## src/rtl/song_sequencer.sv

```systemverilog
// song_sequencer: Ode to Joy autoplay driving the piano's one-hot key vector.
// Define SONG_LOOP_EN to repeat the song until stop/RESET instead of playing one pass.
module song_sequencer #(
  parameter logic [31:0] BEAT_DIV   = 32'd25_000_000,
  parameter logic [31:0] GAP_CYCLES = 32'd2_500_000
) (
  input  logic       CLK,
  input  logic       RESET,
  input  logic       start,
  input  logic       stop,
  output logic [7:0] notes,
  output logic       busy,
  output logic       done,
  output logic [3:0] step
);
  typedef enum logic [1:0] {IDLE, SOUND, GAP} state_t;
  state_t      state_q, state_d;
  logic [31:0] cnt_q, cnt_d;
  logic [3:0]  step_q, step_d;
  logic [7:0]  notes_q, notes_d;
  logic        busy_q, busy_d, done_q, done_d;
  // Note codes, C4=0 .. C5=7; entry 15 is padding so any 4-bit index is legal.
  localparam logic [2:0] NOTE_ROM [16] = '{3'd2, 3'd2, 3'd3, 3'd4, 3'd4, 3'd3, 3'd2, 3'd1,
                                           3'd0, 3'd0, 3'd1, 3'd2, 3'd2, 3'd1, 3'd1, 3'd0};
  function automatic logic [31:0] note_load(input logic [3:0] s);
    logic [31:0] beats;
    beats = s < 4'd12 ? 32'd2 : s == 4'd12 ? 32'd3 : s == 4'd13 ? 32'd1 : 32'd4;
    return beats * BEAT_DIV - 32'd1;
  endfunction
  always_comb begin
    state_d = state_q;
    cnt_d   = cnt_q;
    step_d  = step_q;
    done_d  = 1'b0;
    if (stop) begin
      state_d = IDLE;
      cnt_d   = 32'd0;
      step_d  = 4'd0;
    end else if (state_q == IDLE) begin
      if (start) begin
        state_d = SOUND;
        step_d  = 4'd0;
        cnt_d   = note_load(4'd0);
      end
    end else if (cnt_q != 32'd0) begin
      cnt_d = cnt_q - 32'd1;
    end else if (state_q == SOUND) begin
      state_d = GAP;
      cnt_d   = GAP_CYCLES - 32'd1;
    end else if (step_q != 4'd14) begin
      state_d = SOUND;
      step_d  = step_q + 4'd1;
      cnt_d   = note_load(step_q + 4'd1);
    end else begin
      done_d = 1'b1;
      step_d = 4'd0;
`ifdef SONG_LOOP_EN
      state_d = SOUND;
      cnt_d   = note_load(4'd0);
`else
      state_d = IDLE;
      cnt_d   = 32'd0;
`endif
    end
    notes_d = (state_d == SOUND) ? (8'h80 >> NOTE_ROM[step_d]) : 8'h00;
    busy_d  = state_d != IDLE;
  end
  always_ff @(posedge CLK or posedge RESET) begin
    if (RESET) begin
      state_q <= IDLE;
      cnt_q   <= 32'd0;
      step_q  <= 4'd0;
      notes_q <= 8'h00;
      busy_q  <= 1'b0;
      done_q  <= 1'b0;
    end else begin
      state_q <= state_d;
      cnt_q   <= cnt_d;
      step_q  <= step_d;
      notes_q <= notes_d;
      busy_q  <= busy_d;
      done_q  <= done_d;
    end
  end
  assign notes = notes_q;
  assign busy  = busy_q;
  assign done  = done_q;
  assign step  = step_q;
endmodule

```

## config.mk

```make
export PLATFORM = sky130hd
export DESIGN_NAME = song_sequencer
export DESIGN_NICKNAME = d
export VERILOG_FILES = /design/src/rtl/song_sequencer.sv
export SDC_FILE = /design/constraint.sdc
export NUM_CORES = 1
export LEC_CHECK = 0
export ABC_AREA = 1
export BUFFER_PORTS_ARGS = -buffer_cell sky130_fd_sc_hd__buf_2
export CELL_PAD_IN_SITES_DETAIL_PLACEMENT = 1
export CELL_PAD_IN_SITES_GLOBAL_PLACEMENT = 2
export CORE_MARGIN = 4
export CORE_UTILIZATION = 39
export CTS_CLUSTER_SIZE = 40
export DETAILED_ROUTE_END_ITERATION = 10
export GPL_TIMING_DRIVEN = 1
export PLACE_DENSITY_LB_ADDON = 0.1
export SETUP_SLACK_MARGIN = 0.1
export SLEW_MARGIN = 30
export SYNTH_ARGS = -nofsm -noshare
export SYNTH_HDL_FRONTEND = slang
export SYNTH_SLANG_ARGS = --single-unit
```

## constraint.sdc

```tcl
create_clock -name CLK -period 12.38 [get_ports CLK]
set_input_delay 1.857 -clock CLK [delete_from_list [all_inputs] [get_ports CLK]]
set_output_delay 1.857 -clock CLK [all_outputs]
set_load 0.01 [all_outputs]
```

==> flow_results.xml, run 1 <==
<?xml version="1.0" encoding="UTF-8"?>
<metrics>
  <group name="timing">
    <metric name="max_freq" unit="GHz">0.210</metric>
    <metric name="timing.setup.tns" unit="ns">0</metric>
    <metric name="worst_clock_skew_on_the_final_layout" unit="ns">0.0171</metric>
    <metric name="setup_viol_count_final" unit="">0</metric>
    <metric name="rsz0062_at_grt" unit="">no</metric>
    <metric name="final_hold_viol_count" unit="">0</metric>
    <metric name="fin_crit_sh" unit="%">38.5</metric>
    <metric name="slew_viol_final" unit="">0</metric>
    <metric name="max_slew_margin" unit="%">52.0</metric>
    <metric name="tightest_slew" unit="ns">0.715</metric>
    <metric name="timing.final.crit_period" unit="ns">4.77</metric>
  </group>
  <group name="route">
    <metric name="met3_wirelength" unit="um">122</metric>
    <metric name="drt-initial-drc-count" unit="">158</metric>
    <metric name="top_signal_layer_used" unit="">met4</metric>
    <metric name="postRouteWirelength" unit="um">11600</metric>
    <metric name="drt_drc_violations_left" unit="">0</metric>
    <metric name="routed-wl-met2" unit="um">5650</metric>
    <metric name="drt_pass1_iterations" unit="">4</metric>
    <metric name="wirelength_met1" unit="um">5740</metric>
    <metric name="post_drt_via_cell_ratio" unit="">5.14</metric>
    <metric name="drt-wirelength-per-cell" unit="um">15.9</metric>
    <metric name="dr_total_vias" unit="">3760</metric>
    <metric name="count_of_antenna_violating_nets_left_after_detailed_routing" unit="">0</metric>
  </group>
  <group name="power_and_ir_drop">
    <metric name="share_clk_of_total_power" unit="%">33.1</metric>
    <metric name="power_switching" unit="mW">0.143</metric>
    <metric name="ir_drop" unit="uV">53.3</metric>
    <metric name="power.internal" unit="mW">0.282</metric>
    <metric name="pwr-share-seq" unit="%">41.7</metric>
    <metric name="leakagePower" unit="nW">2.17</metric>
    <metric name="swShare" unit="%">33.7</metric>
    <metric name="pwr_density_cell" unit="nW/um2">94.1</metric>
    <metric name="share_comb_of_total_power" unit="%">25.2</metric>
  </group>
  <group name="final_layout">
    <metric name="flow.area_growth_from_synthesis" unit="%">8.43</metric>
    <metric name="finalNetCount" unit="">627</metric>
    <metric name="mostFrequentLayoutCells" unit="">sky130_fd_sc_hd__nand2_1, sky130_fd_sc_hd__inv_1, sky130_fd_sc_hd__nor2_1, sky130_fd_sc_hd__dfrtp_1, sky130_fd_sc_hd__o21ai_0</metric>
    <metric name="drive_above_1_share" unit="%">17.4</metric>
    <metric name="post_route_core_utilization" unit="%">43.6</metric>
    <metric name="count_of_inserted_antenna_diode_cells" unit="">0</metric>
    <metric name="final_common_cell" unit="">sky130_fd_sc_hd__nand2_1</metric>
  </group>
  <group name="synthesis">
    <metric name="synth-warning-count" unit="">0</metric>
    <metric name="post_synth_instance_area" unit="um2">4170</metric>
    <metric name="synth_enable_flop_cells" unit="">0</metric>
    <metric name="synthCells" unit="">576</metric>
    <metric name="synth_top_cell_area_share" unit="%">28.8</metric>
    <metric name="synth_seq_area_share" unit="%">28.8</metric>
    <metric name="yosys.area.top_type" unit="">sky130_fd_sc_hd__dfrtp_1</metric>
    <metric name="flop_and_latch_count_out_of_synthesis" unit="">48</metric>
    <metric name="async_sr_flop_fraction" unit="%">100</metric>
    <metric name="postSynth.topFlopCell" unit="">sky130_fd_sc_hd__dfrtp_1</metric>
    <metric name="synth.distinct_cells" unit="">48</metric>
    <metric name="synth.avg_cell_area" unit="um2">7.24</metric>
    <metric name="synth_top_cells_by_area" unit="">sky130_fd_sc_hd__dfrtp_1, sky130_fd_sc_hd__nand2_1, sky130_fd_sc_hd__ha_1, sky130_fd_sc_hd__inv_1, sky130_fd_sc_hd__nor2_1</metric>
  </group>
  <group name="clock_tree">
    <metric name="clk_transition_reported_paths" unit="ns">0.11</metric>
    <metric name="clock_sinks" unit="">48</metric>
    <metric name="cts.repair_timing.setup_buffer_count" unit="">0</metric>
    <metric name="cts_inserted_buffers" unit="">5</metric>
    <metric name="tritoncts_clock_tree" unit="">done</metric>
    <metric name="clock_latency" unit="ns">0.31</metric>
    <metric name="number_of_buffers_inserted_by_hold_repair_at_cts" unit="">0</metric>
    <metric name="clock_tree.htree_level_count" unit="">2</metric>
    <metric name="cts_repair_resize_count" unit="">0</metric>
    <metric name="clockRootBuffer" unit="">sky130_fd_sc_hd__clkbuf_8</metric>
    <metric name="cts-root-to-sink-buffers" unit="">2</metric>
  </group>
  <group name="setup_path">
    <metric name="critical_path_launch_point_type" unit="">flip-flop</metric>
    <metric name="critPathMostFrequentCell" unit="">sky130_fd_sc_hd__nand2_1</metric>
    <metric name="worst-endpoint-required" unit="ns">12.63</metric>
    <metric name="setup.worst_path.end_class" unit="">flip-flop</metric>
    <metric name="critical_path_arrival" unit="ns">5.02</metric>
    <metric name="worst-path-max-fanout" unit="">11</metric>
    <metric name="critical_path.slowest_cell" unit="">sky130_fd_sc_hd__fa_1</metric>
    <metric name="criticalPathCategory" unit="">flip-flop to flip-flop</metric>
    <metric name="cp_slowest_stage_delay" unit="ns">0.56</metric>
  </group>
  <group name="global_route">
    <metric name="maximum_number_of_pins_on_one_net_before_global_route_repair" unit="">49</metric>
    <metric name="grt_remaining_overflow" unit="">0</metric>
    <metric name="number_of_global_route_vias_before_repair" unit="">3897</metric>
    <metric name="global_route.usage.total" unit="%">19.6</metric>
    <metric name="grt_antenna_before_repair" unit="">0</metric>
    <metric name="grt_pass1_wl" unit="um">20200</metric>
  </group>
  <group name="floorplan">
    <metric name="pin_count" unit="">18</metric>
    <metric name="die_width" unit="um">111</metric>
    <metric name="floorplan.die_area" unit="um2">12400</metric>
    <metric name="initial_core_util" unit="%">40.2</metric>
    <metric name="placement_rows" unit="">37</metric>
    <metric name="die_height" unit="um">111</metric>
    <metric name="placeableCoreArea" unit="um2">10400</metric>
  </group>
  <group name="min_path">
    <metric name="hold_path_class" unit="">flip-flop to flip-flop</metric>
  </group>
  <group name="placed_design">
    <metric name="detailed_place_hpwl" unit="um">9220</metric>
    <metric name="buffer_ports.inserted" unit="">17</metric>
    <metric name="globalplace.congestion" unit="">0.860</metric>
  </group>
  <group name="run_status">
    <metric name="outcome" unit="">finished clean</metric>
  </group>
  <group name="run">
    <metric name="timing.max_cap.violations" unit="">0</metric>
  </group>
</metrics>
[power by group through the flow]
stage	Sequential [mW]	Combinational (mW)	Clock, mW
4_1_cts	0.177	0.109	0.145
3_3_place_gp	0.180	0.105	0
6_report	0.177	0.107	0.141
2_1_floorplan	0.178	0.0825	0
5_1_grt	0.179	0.123	0.152
3_5_place_dp	0.180	0.108	0
[path summary, 6_finish.rpt]
kind	start	slack (ns)	cells past startpoint	endpoint
min reg2reg	cnt_q[30]	0.56	2	cnt_q[30]
min in group asynchronous	RESET	1.62	2	busy
max	step[0]	7.61	25	cnt_q[31]
max reg2reg	step[0]	7.61	25	cnt_q[31]
max in group asynchronous	RESET	10.33	2	cnt_q[30]
min	cnt_q[30]	0.56	2	cnt_q[30]
[kinds of logic after synthesis]
kind of cell	share of synthesized area, %
AOI/OAI and AO/OA	13.5
xor gates and xnor gates	5.67
adders and majority gates	8.94
buffers and inverters	8.10
DFF	28.8
other	0.0899
and+or+nand+nor	35.0
[worst max-delay path, delay by kind of cell, from the launching register on]
| family | cells | cell delay [ns] |
|---|---|---|
| xor gates and xnor gates | 1 | 0.26 |
| AOI/OAI and AO/OA | 3 | 0.38 |
| DFF | 1 | 0.54 |
| and+or+nand+nor | 15 | 1.71 |
| adders and majority gates | 4 | 1.51 |
| buffers and inverters | 2 | 0.29 |
[sequential cells by signal, summed over array words and instances, names as in the netlist]
name	cells
busy	1
cnt_q	32
done	1
notes	8
state_q	2
step	4
[layer usage]
layer / vias to the layer above / GRT usage, %
li1: 1917 / -
met1: 1814 / 27.4
met2: 18 / 32.7
met3: 11 / 2.07
met4: 0 / 4.30
met5: - / 0
[cells in the mapped netlist (8+ instances only)]
cell type / n
sky130_fd_sc_hd__nand4_1: 11
sky130_fd_sc_hd__o22ai_1: 11
sky130_fd_sc_hd__o21ai_1: 8
sky130_fd_sc_hd__dfrtp_1: 48
sky130_fd_sc_hd__nand2_2: 20
sky130_fd_sc_hd__inv_1: 64
sky130_fd_sc_hd__inv_2: 8
sky130_fd_sc_hd__a21oi_1: 23
sky130_fd_sc_hd__nand2_1: 125
sky130_fd_sc_hd__ha_1: 25
sky130_fd_sc_hd__xor2_1: 18
sky130_fd_sc_hd__nor2_4: 8
sky130_fd_sc_hd__nor2_2: 21
sky130_fd_sc_hd__nor2_1: 63
sky130_fd_sc_hd__o21ai_0: 36
sky130_fd_sc_hd__nand3_1: 29
[area by class of cell]
type	instances	area (um2)
clock inverters	3	68.8
well taps	136	170
multi-input cells	448	2640
flip-flops and latches	48	1200
clock buffers	5	68.8
fillers	1339	5850
repair buffers	18	92.6
inverters	74	285
[stage by stage]
| step | power (mW) | cell area, um2 | hold slack (ns) | cells | worst slack, ns |
|---|---|---|---|---|---|
| after floorplan | 0.261 | 4180 | 0.506 | 577 | 8.20 |
| after global placement | 0.285 | 4380 | 0.527 | 724 | 7.90 |
| after global routing | 0.455 | 4520 | 0.612 | 732 | 7.21 |
| after CTS | 0.431 | 4520 | 0.563 | 732 | 7.60 |
| after detailed placement | 0.288 | 4390 | 0.539 | 724 | 7.62 |
| final | 0.426 | 4520 | 0.563 | 732 | 7.61 |
No activity file was read; power rests on OpenSTA's default activity.
==> run 2: changes to the inputs <==
- CORE_UTILIZATION: 39 -> 33
- clock period: 12.38 -> 4.2 ns (I/O delays scaled with it)
==> flow_results.xml, run 2 (synthesis gave the netlist of run 1 again) <==
<?xml version="1.0" encoding="UTF-8"?>
<metrics>
  <group name="timing">
    <metric name="timing.final.crit_period" unit="ns">3.86</metric>
    <metric name="timing.setup.tns" unit="ns">0</metric>
    <metric name="final_hold_viol_count" unit="">0</metric>
    <metric name="setup_viol_count_final" unit="">0</metric>
    <metric name="slew_viol_final" unit="">0</metric>
    <metric name="tightest_slew" unit="ns">0.734</metric>
    <metric name="max_freq" unit="GHz">0.259</metric>
    <metric name="rsz0062_at_grt" unit="">yes</metric>
    <metric name="fin_crit_sh" unit="%">92.0</metric>
    <metric name="max_slew_margin" unit="%">50.8</metric>
    <metric name="worst_clock_skew_on_the_final_layout" unit="ns">0.0122</metric>
  </group>
  <group name="placed_design">
    <metric name="globalplace.congestion" unit="">0.864</metric>
    <metric name="detailed_place_hpwl" unit="um">10100</metric>
    <metric name="buffer_ports.inserted" unit="">17</metric>
    <metric name="post_dp_cell_area" unit="um2">4530</metric>
  </group>
  <group name="route">
    <metric name="top_signal_layer_used" unit="">met4</metric>
    <metric name="routed-wl-met2" unit="um">6300</metric>
    <metric name="postRouteWirelength" unit="um">12700</metric>
    <metric name="dr_total_vias" unit="">3846</metric>
    <metric name="drt-initial-drc-count" unit="">109</metric>
    <metric name="wirelength_met1" unit="um">6060</metric>
    <metric name="drt-wirelength-per-cell" unit="um">16.3</metric>
    <metric name="drt_pass1_iterations" unit="">4</metric>
    <metric name="met3_wirelength" unit="um">257</metric>
    <metric name="count_of_antenna_violating_nets_left_after_detailed_routing" unit="">0</metric>
    <metric name="drt_drc_violations_left" unit="">0</metric>
    <metric name="post_drt_via_cell_ratio" unit="">4.93</metric>
  </group>
  <group name="final_layout">
    <metric name="flow.area_growth_from_synthesis" unit="%">14.6</metric>
    <metric name="finalNetCount" unit="">643</metric>
    <metric name="regMostFlops" unit="">cnt_q</metric>
    <metric name="largest_reg_flops" unit="">32</metric>
    <metric name="count_of_inserted_antenna_diode_cells" unit="">0</metric>
    <metric name="final_design_area_no_fill" unit="um2">4780</metric>
    <metric name="mostFrequentLayoutCells" unit="">sky130_fd_sc_hd__nand2_1, sky130_fd_sc_hd__nor2_1, sky130_fd_sc_hd__inv_1, sky130_fd_sc_hd__dfrtp_1, sky130_fd_sc_hd__o21ai_0</metric>
    <metric name="drive_above_1_share" unit="%">22.4</metric>
    <metric name="final_common_cell" unit="">sky130_fd_sc_hd__nand2_1</metric>
  </group>
  <group name="setup_path">
    <metric name="worst-r2r-setup-slack" unit="ns">0.34</metric>
    <metric name="critical_path_launch_point_type" unit="">flip-flop</metric>
    <metric name="cp_slowest_stage_delay" unit="ns">0.54</metric>
    <metric name="setup.worst_path.end_class" unit="">flip-flop</metric>
    <metric name="critical_path_arrival" unit="ns">4.09</metric>
    <metric name="criticalPathCategory" unit="">flip-flop to flip-flop</metric>
    <metric name="critPathLaunch" unit="">step[1]</metric>
    <metric name="worst-path-max-fanout" unit="">8</metric>
    <metric name="worstReg2RegEnd" unit="">cnt_q[28]</metric>
    <metric name="worst_reg2reg_startpoint" unit="">step[1]</metric>
    <metric name="worst_r2r_path_depth" unit="">25</metric>
    <metric name="worst-endpoint-required" unit="ns">4.43</metric>
    <metric name="worst-path-stages" unit="">25</metric>
    <metric name="critical_path.slowest_cell" unit="">sky130_fd_sc_hd__fa_1</metric>
    <metric name="crit_path_end" unit="">cnt_q[28]</metric>
    <metric name="critPathMostFrequentCell" unit="">sky130_fd_sc_hd__nand2_1</metric>
    <metric name="worstPathBufferInverterCount" unit="">2</metric>
    <metric name="path_delay_family" unit="">simple AND/OR/NAND/NOR gates</metric>
  </group>
  <group name="floorplan">
    <metric name="die_width" unit="um">120</metric>
    <metric name="floorplan.die_area" unit="um2">14500</metric>
    <metric name="initial_core_util" unit="%">34.2</metric>
    <metric name="die_height" unit="um">120</metric>
    <metric name="pin_count" unit="">18</metric>
    <metric name="placeableCoreArea" unit="um2">12200</metric>
    <metric name="placement_rows" unit="">40</metric>
  </group>
  <group name="global_route">
    <metric name="grt_remaining_overflow" unit="">0</metric>
    <metric name="maximum_number_of_pins_on_one_net_before_global_route_repair" unit="">49</metric>
    <metric name="global_route.usage.total" unit="%">18.2</metric>
    <metric name="grt_pass1_wl" unit="um">21000</metric>
    <metric name="number_of_global_route_vias_before_repair" unit="">3977</metric>
    <metric name="grt_antenna_before_repair" unit="">0</metric>
  </group>
  <group name="clock_tree">
    <metric name="clk_transition_reported_paths" unit="ns">0.07</metric>
    <metric name="clock_tree.htree_level_count" unit="">2</metric>
    <metric name="clock_latency" unit="ns">0.31</metric>
    <metric name="clock_sinks" unit="">48</metric>
    <metric name="cts-root-to-sink-buffers" unit="">2</metric>
    <metric name="tritoncts_clock_tree" unit="">done</metric>
    <metric name="clockRootBuffer" unit="">sky130_fd_sc_hd__clkbuf_16</metric>
    <metric name="cts_inserted_buffers" unit="">5</metric>
  </group>
  <group name="run_status">
    <metric name="outcome" unit="">finished clean</metric>
  </group>
  <group name="power_and_ir_drop">
    <metric name="leakagePower" unit="nW">2.25</metric>
    <metric name="ir_drop" unit="uV">219</metric>
    <metric name="pwr_density_cell" unit="nW/um2">271</metric>
  </group>
  <group name="min_path">
    <metric name="hold_path_class" unit="">input port to async pin</metric>
  </group>
  <group name="run">
    <metric name="timing.max_cap.violations" unit="">0</metric>
  </group>
</metrics>
## run 2: cell count changes in the layout (fill, tap and decap cells not counted), moves of 3 or more
cell / change
sky130_fd_sc_hd__buf_4: +16
sky130_fd_sc_hd__clkbuf_16: +5
sky130_fd_sc_hd__ha_1: -5
sky130_fd_sc_hd__clkbuf_8: -4
sky130_fd_sc_hd__dfrtp_1: -3
sky130_fd_sc_hd__dfrtp_2: +3
sky130_fd_sc_hd__ha_2: +3
sky130_fd_sc_hd__inv_1: -3
sky130_fd_sc_hd__inv_2: +3
## run 2: repair_timing
item                                    CTS  global route
hold buffers                              0             0
gates resized for setup                   4            16
endpoints found under the setup margin    6             9
cloned                                    0             0
pin swaps                                 0             8
buffers inserted                          0             3
## run 2: worst min-delay path by stage
| stage | from | end | slack, ns | depth (start not counted) |
|---|---|---|---|---|
| final | RESET | cnt_q[4] | 0.42 | 2 |
| after global routing | RESET | cnt_q[4] | 0.48 | 2 |
| after CTS | RESET | cnt_q[9] | 0.44 | 2 |
| after detailed placement | cnt_q[30] | cnt_q[30] | 0.54 | 2 |
| after global placement | cnt_q[30] | cnt_q[30] | 0.53 | 2 |
| after floorplan | cnt_q[30] | cnt_q[30] | 0.51 | 2 |
## run 2: per-layer routing
| layer | up-vias | global-route usage [%] |
|---|---|---|
| met5 | - | 0 |
| li1 | 1948 | - |
| met3 | 7 | 2.85 |
| met2 | 24 | 31.0 |
| met4 | 0 | 3.61 |
| met1 | 1867 | 24.5 |
## run 2: final cells by class
cell class | count | area [um2]
inverters | 74 | 285
flip-flops and latches | 48 | 1200
clock inverters | 1 | 7.51
well taps | 168 | 210
repair buffers | 34 | 213
multi-input cells | 448 | 2720
clock buffers | 7 | 143
fillers | 1557 | 7430
## run 2: power breakdown
part | switching, mW | internal [mW]
clock | 0.193 | 0.238
sequential | 0.0313 | 0.492
combinational | 0.227 | 0.114
total | 0.451 | 0.843
## run 2: stage by stage
step	setup WS [ns]	hold WS (ns)	power, mW	util, %	instances
finish	0.337	0.422	1.29	39.1	780
global placement	0.163	0.525	0.855	37.1	769
detailed placement	0.00798	0.542	0.864	37.1	769
CTS	0.129	0.436	1.31	38.5	777
global route	0.0580	0.477	1.38	39.1	780
floorplan	0.107	0.506	0.769	-	577
